--- src/rtl/cpu_pkg.sv ---
// Shared codes for the write-back stage: write-back selectors, load funct3 values
// and the writer FSM state encoding.
package cpu_pkg;

    localparam int XLEN   = 32;
    localparam int REG_AW = 5;

    typedef enum logic [1:0] {
        WB_NONE = 2'b00,
        WB_ALU  = 2'b01,
        WB_LOAD = 2'b10,
        WB_PC4  = 2'b11
    } wb_sel_e;

    localparam logic [2:0] F3_LB  = 3'b000;
    localparam logic [2:0] F3_LH  = 3'b001;
    localparam logic [2:0] F3_LW  = 3'b010;
    localparam logic [2:0] F3_LBU = 3'b100;
    localparam logic [2:0] F3_LHU = 3'b101;

    typedef enum logic {
        ST_IDLE     = 1'b0,
        ST_WAIT_MEM = 1'b1
    } wr_state_e;

endpackage

--- src/rtl/regfile_writer_load_formatter.sv ---
// Combinational load formatter: selects the byte/half at the load offset from a
// word-aligned response and sign- or zero-extends it according to funct3.
module load_formatter
    import cpu_pkg::*;
(
    input  logic [2:0]      funct3,
    input  logic [1:0]      addr_lo,
    input  logic [XLEN-1:0] data,
    output logic [XLEN-1:0] result
);

    logic [7:0]  byte_s;
    logic [15:0] half_s;

    // Lane selection; halfword loads ignore addr_lo[0]
    always_comb begin
        byte_s = 8'h00;
        case (addr_lo)
            2'b00:   byte_s = data[7:0];
            2'b01:   byte_s = data[15:8];
            2'b10:   byte_s = data[23:16];
            2'b11:   byte_s = data[31:24];
            default: byte_s = 8'h00;
        endcase
        if (addr_lo[1]) begin
            half_s = data[31:16];
        end else begin
            half_s = data[15:0];
        end
    end

    // Extension by load type; unknown encodings write zero
    always_comb begin
        result = 32'h0000_0000;
        case (funct3)
            F3_LB:   result = {{24{byte_s[7]}}, byte_s};
            F3_LH:   result = {{16{half_s[15]}}, half_s};
            F3_LW:   result = data;
            F3_LBU:  result = {24'h00_0000, byte_s};
            F3_LHU:  result = {16'h0000, half_s};
            default: result = 32'h0000_0000;
        endcase
    end

endmodule

--- src/rtl/regfile_writer.sv ---
// Write-back front end driving the register file write port from retiring MEM
// instructions. Optional RETIRE_COUNT_EN adds a retired-instruction counter port.
module regfile_writer
    import cpu_pkg::*;
(
    input  logic              clk,
    input  logic              rst,
    input  logic              in_valid,
    output logic              in_ready,
    input  logic [REG_AW-1:0] in_rd,
    input  logic [1:0]        in_wb_sel,
    input  logic [2:0]        in_funct3,
    input  logic [1:0]        in_addr_lo,
    input  logic [XLEN-1:0]   in_alu_result,
    input  logic [XLEN-1:0]   in_pc4,
    input  logic              mem_rsp_valid,
    input  logic [XLEN-1:0]   mem_rsp_data,
    output logic              isWrite,
    output logic [REG_AW-1:0] rd,
    output logic [XLEN-1:0]   writeData
`ifdef RETIRE_COUNT_EN
    ,
    output logic [31:0]       retire_count
`endif
);

    wr_state_e         state_r, nxt_state_s;
    logic              iswrite_r, nxt_iswrite_s;
    logic [REG_AW-1:0] rd_r, nxt_rd_s;
    logic [XLEN-1:0]   wdata_r, nxt_wdata_s;
    logic [REG_AW-1:0] ld_rd_r, nxt_ld_rd_s;
    logic [2:0]        ld_f3_r, nxt_ld_f3_s;
    logic [1:0]        ld_addr_r, nxt_ld_addr_s;
    logic [XLEN-1:0]   ld_result_s;
    logic              xfer_s;

    assign in_ready  = (state_r == ST_IDLE);
    assign xfer_s    = in_valid && in_ready;
    assign isWrite   = iswrite_r;
    assign rd        = rd_r;
    assign writeData = wdata_r;

    load_formatter u_fmt (
        .funct3  (ld_f3_r),
        .addr_lo (ld_addr_r),
        .data    (mem_rsp_data),
        .result  (ld_result_s)
    );

    // FSM state register
    always_ff @(posedge clk) begin
        if (rst) begin
            state_r <= ST_IDLE;
        end else begin
            state_r <= nxt_state_s;
        end
    end

    // FSM next-state: a load parks the writer until its response arrives
    always_comb begin
        nxt_state_s = state_r;
        case (state_r)
            ST_IDLE: begin
                if (xfer_s && (in_wb_sel == WB_LOAD)) begin
                    nxt_state_s = ST_WAIT_MEM;
                end else begin
                    nxt_state_s = ST_IDLE;
                end
            end
            ST_WAIT_MEM: begin
                if (mem_rsp_valid) begin
                    nxt_state_s = ST_IDLE;
                end else begin
                    nxt_state_s = ST_WAIT_MEM;
                end
            end
            default: nxt_state_s = ST_IDLE;
        endcase
    end

    // FSM outputs: next write-port values and the latched load context
    always_comb begin
        nxt_iswrite_s = 1'b0;
        nxt_rd_s      = rd_r;
        nxt_wdata_s   = wdata_r;
        nxt_ld_rd_s   = ld_rd_r;
        nxt_ld_f3_s   = ld_f3_r;
        nxt_ld_addr_s = ld_addr_r;
        case (state_r)
            ST_IDLE: begin
                if (xfer_s) begin
                    case (wb_sel_e'(in_wb_sel))
                        WB_ALU: begin
                            nxt_iswrite_s = (in_rd != {REG_AW{1'b0}});
                            nxt_rd_s      = in_rd;
                            nxt_wdata_s   = in_alu_result;
                        end
                        WB_PC4: begin
                            nxt_iswrite_s = (in_rd != {REG_AW{1'b0}});
                            nxt_rd_s      = in_rd;
                            nxt_wdata_s   = in_pc4;
                        end
                        WB_LOAD: begin
                            nxt_ld_rd_s   = in_rd;
                            nxt_ld_f3_s   = in_funct3;
                            nxt_ld_addr_s = in_addr_lo;
                        end
                        WB_NONE: nxt_iswrite_s = 1'b0;
                        default: nxt_iswrite_s = 1'b0;
                    endcase
                end else begin
                    nxt_iswrite_s = 1'b0;
                end
            end
            ST_WAIT_MEM: begin
                if (mem_rsp_valid) begin
                    nxt_iswrite_s = (ld_rd_r != {REG_AW{1'b0}});
                    nxt_rd_s      = ld_rd_r;
                    nxt_wdata_s   = ld_result_s;
                end else begin
                    nxt_iswrite_s = 1'b0;
                end
            end
            default: nxt_iswrite_s = 1'b0;
        endcase
    end

    // Write-port and load-context registers
    always_ff @(posedge clk) begin
        if (rst) begin
            iswrite_r <= 1'b0;
            rd_r      <= {REG_AW{1'b0}};
            wdata_r   <= {XLEN{1'b0}};
            ld_rd_r   <= {REG_AW{1'b0}};
            ld_f3_r   <= 3'b000;
            ld_addr_r <= 2'b00;
        end else begin
            iswrite_r <= nxt_iswrite_s;
            rd_r      <= nxt_rd_s;
            wdata_r   <= nxt_wdata_s;
            ld_rd_r   <= nxt_ld_rd_s;
            ld_f3_r   <= nxt_ld_f3_s;
            ld_addr_r <= nxt_ld_addr_s;
        end
    end

`ifdef RETIRE_COUNT_EN
    logic        retire_s;
    logic [31:0] retire_cnt_r;

    // Loads retire with their write; everything else with its transfer
    assign retire_s = (xfer_s && (in_wb_sel != WB_LOAD)) ||
                      ((state_r == ST_WAIT_MEM) && mem_rsp_valid);
    assign retire_count = retire_cnt_r;

    // Retired-instruction counter, wraps naturally
    always_ff @(posedge clk) begin
        if (rst) begin
            retire_cnt_r <= 32'h0000_0000;
        end else if (retire_s) begin
            retire_cnt_r <= retire_cnt_r + 32'h0000_0001;
        end else begin
            retire_cnt_r <= retire_cnt_r;
        end
    end
`endif

endmodule

--- config.mk ---
export PLATFORM = sky130hd
export DESIGN_NAME = regfile_writer
export DESIGN_NICKNAME = d
export VERILOG_FILES = /design/src/rtl/cpu_pkg.sv /design/src/rtl/regfile_writer_load_formatter.sv /design/src/rtl/regfile_writer.sv
export SDC_FILE = /design/constraint.sdc
export NUM_CORES = 1
export LEC_CHECK = 0
export CORE_ASPECT_RATIO = 1.5
export CORE_UTILIZATION = 42
export CTS_CLUSTER_SIZE = 28
export DETAILED_ROUTE_END_ITERATION = 12
export PLACE_DENSITY = 0.82
export SKIP_LAST_GASP = 1
export SYNTH_ARGS = -nofsm -noshare
export SYNTH_HDL_FRONTEND = slang
export SYNTH_SLANG_ARGS = --single-unit
--- constraint.sdc ---
create_clock -name clk -period 1.8 [get_ports clk]
set_input_delay 0.36 -clock clk [delete_from_list [all_inputs] [get_ports clk]]
set_output_delay 0.36 -clock clk [all_outputs]
set_load 0.1 [all_outputs]
==> Word level (Yosys, flattened, before mapping) <==
Index checks and enable logic that the tools add are counted.
{ "totals": {"word_cells": 50, "regBits": 49, "memories": 0, "mem_bits_ro": 0, "out_inout_bits": 39, "mem_bits_rw": 0, "in_bits": 112, "latch_bits": 0} }
{ "classes": {"muxes": 18, "order_cmp": 0, "n_addsub": 0, "n_div": 0, "eq_ne": 14, "mul": 0, "reduce_logical": 10, "bitwise_logic": 1, "shifts": 0} }
{ "op_table": {"columns": ["cell", "count"], "rows": [
  ["32-bit case mux with 5 select lines", 1],
  ["32-bit case mux with 2 select lines", 2],
  ["32-bit 2-to-1 mux", 2],
  ["8-bit case mux with 4 select lines", 1],
  ["16-bit 2-to-1 mux", 1],
  ["5-bit 2-to-1 mux", 3],
  ["5-bit case mux with 2 select lines", 1],
  ["5-bit nonzero test", 2],
  ["3-bit AND reduction", 3],
  ["2-bit == test (second input constant)", 4],
  ["3-bit == test (second input constant)", 2],
  ["1-bit 2-to-1 mux", 5],
  ["2-bit by 1-bit == test with 1-bit output (second input constant)", 2],
  ["2-bit inequality test (second input constant)", 2],
  ["1-bit case mux with 2 select lines", 2],
  ["3-bit by 1-bit == test with 1-bit output (second input constant)", 1],
  ["3-bit by 2-bit == test with 1-bit output (second input constant)", 1],
  ["3-bit zero test", 1],
  ["3-bit by 1-bit inequality test with 1-bit output (second input constant)", 1],
  ["1-bit logical AND", 2],
  ["2-bit zero test", 1],
  ["2-bit by 1-bit inequality test with 1-bit output (second input constant)", 1],
  ["2-bit OR reduction", 1],
  ["1-bit inverter", 1]
]} }

==> Logic depth before layout (Yosys ltp) <==
{ "depth": {"ltp_word": 5, "ltp_mapped": 7, "ltp_nobuf": 4} }

==> Hierarchy <==
A second synthesis with hierarchy kept.
{ "unflattened": {"hier_cells": 390, "area_unflattened_um2": 3457.1} }
{ "by_module_without_submodules": {"columns": ["mod", "area_each_um2", "instances", "seq_area_each_um2", "cells_each"], "rows": [
  ["regfile_writer", 2521.2, 1, 980.9, 267],
  ["load_formatter", 935.9, 1, 0.0, 123]
]} }

==> Worst setup path before layout <==
No wires, ideal clock.
{ "synth_path": {"path_type": "register to register", "from": "reg state_r", "to": "reg ld_addr_r[0]", "setup_slack_ns": 0.029, "path_buffers": 2, "stages_incl_launch_ff": 7, "setup_ns": 0.132, "arrival_time_ns": 1.639, "cell_sequence": "dfxtp_1 buf_4 inv_1 nand4b_1 clkbuf_1 nand2_1 a21oi_1"} }
{ "synth_between": {"elab_chain_cells": 3} }
{ "synth_lines": {"columns": ["item", "line", "source"], "rows": [
  ["from (decl)", "regfile_writer.sv:27", "wr_state_e state_r, nxt_state_s;"],
  ["from (signal assigned)", "regfile_writer.sv:55", "state_r <= nxt_state_s;"],
  ["1-bit inverter *", null, null],
  ["named net in_ready", "regfile_writer.sv:9", "output logic in_ready,"],
  ["1-bit logical AND", "regfile_writer.sv:38", "assign xfer_s = in_valid && in_ready;"],
  ["3-bit AND reduction (no source line) *", null, null],
  ["to (signal assigned)", "regfile_writer.sv:143", "ld_addr_r <= nxt_ld_addr_s;"],
  ["to (decl)", "regfile_writer.sv:33", "logic [1:0] ld_addr_r, nxt_ld_addr_s;"]
]} }
Mark *: on every way through the listed nets, which the timed path passes. The rest lies on a longest branch.
A chain may end at the register's enable or synchronous reset.

==> Final worst setup path <==
{ "layout_path": {"from": "reg ld_f3_r[0]", "to": "reg wdata_r[31] (netlist: writeData[31])"} }
{ "layout_between": {"elab_chain_cells": 4, "elab_cells_between_ends": 8, "cone_classes": "eq/ne (4); mux (3); reduce/logical (1)"} }
{ "layout_lines": {"columns": ["item", "line", "source"], "rows": [
  ["from (decl)", "regfile_writer.sv:32", "logic [2:0] ld_f3_r, nxt_ld_f3_s;"],
  ["from (signal assigned)", "regfile_writer.sv:142", "ld_f3_r <= nxt_ld_f3_s;"],
  ["3-bit == test (tied with other cells)", "regfile_writer_load_formatter.sv:35", "case (funct3)"],
  ["32-bit case mux with 5 select lines *", "regfile_writer_load_formatter.sv:35", null],
  ["32-bit 2-to-1 mux *", "regfile_writer.sv:116", "if (mem_rsp_valid) begin"],
  ["32-bit case mux with 2 select lines *", "regfile_writer.sv:89", "case (state_r)"],
  ["to (signal assigned)", "regfile_writer.sv:133", "wdata_r <= {XLEN{1'b0}};"],
  ["to (signal assigned)", "regfile_writer.sv:140", "wdata_r <= nxt_wdata_s;"],
  ["to (decl)", "regfile_writer.sv:30", "logic [XLEN-1:0] wdata_r, nxt_wdata_s;"]
]} }
Every way passes the cells marked *; elsewhere a longest branch is shown, timed or not. The select of a mux whose other input is x is not followed.

==> out/metrics.cfg <==
[clocking]
clk_latency_ns=0.31
ctsHoldBuffers=0
clkSlewWorstSetupHoldPaths_ns=0.09
cts.sinks=49
htreeDepth=2
cts_max_path_buffers=2
numCtsBuffers=5
tritoncts=yes
root_buffer=clkbuf_8

[global_route]
grt_remaining_overflow=0
grt_max_degree=38
grt_pass1_wl_um=19200
grt_pass1_vias=3903
antenna_found_initial=0
grtUsageTotal_pct=31.5

[power_and_ir_drop]
power.density_nw_per_um2=663
power_leakage_nw=2.02
vdd_drop_max_mv=0.576
total_power_mw=3.71

[routing]
routed_via_density=6.21
drc=0
vias=3955
firstDrtPassIters=5
wl_um=12900
drt_iter0_drc=441
ant_nets=0
post_drt_wl_per_cell_um=20.2

[timing]
fin_worst_skew_ns=0.0104
slew_headroom_pct=55.1
clock.fmax_ghz=0.555
fin_ws_ns=-0.000556
finalCriticalPeriod_ns=1.80
setup_viol=1
finalHoldViolations=0
rsz0062_at_grt=yes
slew_violations=0
tightestPinTransition_ns=0.673
min_period_over_period_pct=100
tns_ns=-0.000556

[final_layout]
nNetsFinal=648
register_area_um2=982
multiInputGateArea_um2=2100
final_core_util_pct=76.0
drive_gt1_share_pct=21.8
insertedDiodeCount=0
nFillCells=488
area_growth_pct=72.8
instances_no_fill=637

[job]
maxCapViolCount=0

[synth]
syn_area_per_cell_um2=8.58
synth_edf_count=0
async_flop_share_pct=0
ys_ff_latch=49
yosysTopAreaCell=dfxtp_1
seq_area_frac_synth_pct=30.3
synthTopCellsByArea=dfxtp_1, o221ai_1, mux2i_1
yosysUniqueCellTypes=47
ys_warn_count=0
synth_nets=490
synth_top_area_share_pct=30.3
synth_top_flop_cell=dfxtp_1
synth_area_um2=3240
syn_inst=378

[floorplanning]
fp.dieW_um=73.7
start_util_pct=44.0
dieArea_um2=8080
io_pins=151
coreArea_um2=7370
rows=38
fp.dieH_um=110

[setup_path]
critPathLaunchType=register
critPathArrivalTime_ns=2.04
critPathSlowestCell=mux2i_2
reg2reg_from=ld_f3_r[0]$_SDFFE_PP0P_
worstSetupStartpoint=ld_f3_r[0]$_SDFFE_PP0P_
crit_fanout=8
cpMostUsedCell=nor2_1
crit_type=register to register
end_kind=register
path_cells=nor2_1 -> mux2i_2 -> a221oi_1 -> nor2_1
critPathRequiredTime_ns=2.04
cp_slowest_stage_delay_ns=0.58

[placement]
gp_congestion=0.905
dp_cells=628
pre_cts_slack_ns=-0.469
port-buffer-count=150
dp_hpwl_um=9690

[status]
status=finished with violations
violations=setup timing

[min_path]
hold_path.class=register to register
holdCritStartpoint=ld_rd_r[1]$_SDFFE_PP0P_

==> through the flow <==
stage | hold WS, ns | area (µm²)
2_1_floorplan | 0.443 | 3240
3_3_place_gp | 0.454 | 5420
3_5_place_dp | 0.469 | 5420
4_1_cts | 0.481 | 5550
5_1_grt | 0.511 | 5600
6_report | 0.483 | 5600
==> registers in the layout, summed over array words and instances (netlist names) <==
| signal | flops |
|---|---|
| rd | 5 |
| ld_rd_r | 5 |
| ld_addr_r | 2 |
| state_r | 1 |
| ld_f3_r | 3 |
| writeData | 32 |
| isWrite | 1 |
==> power breakdown <==
part	switching, mW	total (mW)	internal [mW]
clock	0.369	0.823	0.454
combinational	0.925	1.64	0.713
sequential	0.0914	1.25	1.16
==> synth_stat cells, drive strengths merged (3+ instances only) <==
cell      n
nor2     40
clkbuf   18
nor4      5
o21a      9
o221ai   32
buf      24
dfxtp    49
nor3      3
a221oi   21
nand2    33
nand4b   17
o2bb2ai   8
nor3b     3
o21ai    16
a21oi    13
mux2i    26
a211oi   13
nand2b   18
and3      5
==> critical path: cells and delay by family (launching register included) <==
kind | cells | cell delay [ns]
multiplexers | 1 | 0.58
AND/OR/NAND/NOR | 2 | 0.55
flip-flops | 1 | 0.41
AO/OA/AOI/OAI | 1 | 0.19
==> per-layer routing <==
metal | routed length [µm] | global-route usage [%]
met1 | 4470 | 33.9
met4 | 583 | 15.9
met2 | 7040 | 58.5
met5 | 0 | 0
met3 | 792 | 4.58
==> timing repair <==
| item | in CTS | in global routing |
|---|---|---|
| setup endpoints to repair | 17 | 24 |
| gates cloned | 0 | 1 |
| setup buffers | 0 | 0 |
| pin swaps | 0 | 1 |
| resized for setup | 4 | 9 |
| endpoints found under the hold margin | 0 | 0 |
==> path summary, 6_finish.rpt <==
path,endpoint,slack (ns),cells past startpoint
setup reg to reg,writeData[31]$_SDFFE_PP0P_,-0.0006,4
hold reg to reg,ld_rd_r[1]$_SDFFE_PP0P_,0.48,2
setup / recovery,writeData[31]$_SDFFE_PP0P_,-0.0006,4
hold / removal,ld_rd_r[1]$_SDFFE_PP0P_,0.48,2
==> logic make-up after synthesis <==
| family | count (synthesis) | share of synthesized area [%] |
|---|---|---|
| DFF | 49 | 30.3 |
| muxes | 27 | 8.84 |
| and+or+nand+nor | 138 | 24.2 |
| buffers and inverters | 44 | 7.06 |
| AOI/OAI and AO/OA | 120 | 29.7 |
==> area by class of cell <==
type / instances / share of cell area, %
Tap cell: 100 / 2.23
Clock inverter: 1 / 0.536
Clock buffer: 7 / 1.54
Timing Repair Buffer: 192 / 40.6
Multi-Input combinational cell: 286 / 37.4
Sequential cell: 49 / 17.5
Inverter: 2 / 0.134
==> cell usage in the layout (no fill, tap or decap), types with 9 or more instances in the layout <==
cell and n:
o21a_1 9, nand2_1 33, o221ai_1 31, mux2i_1 23
nor2_1 39, nand2b_1 18, a21oi_1 12, buf_4 36
nand4b_1 17, clkdlybuf4s50_1 111, buf_12 44, a221oi_1 21
dfxtp_1 48
Note: power is estimated with default switching activity, not from simulation.
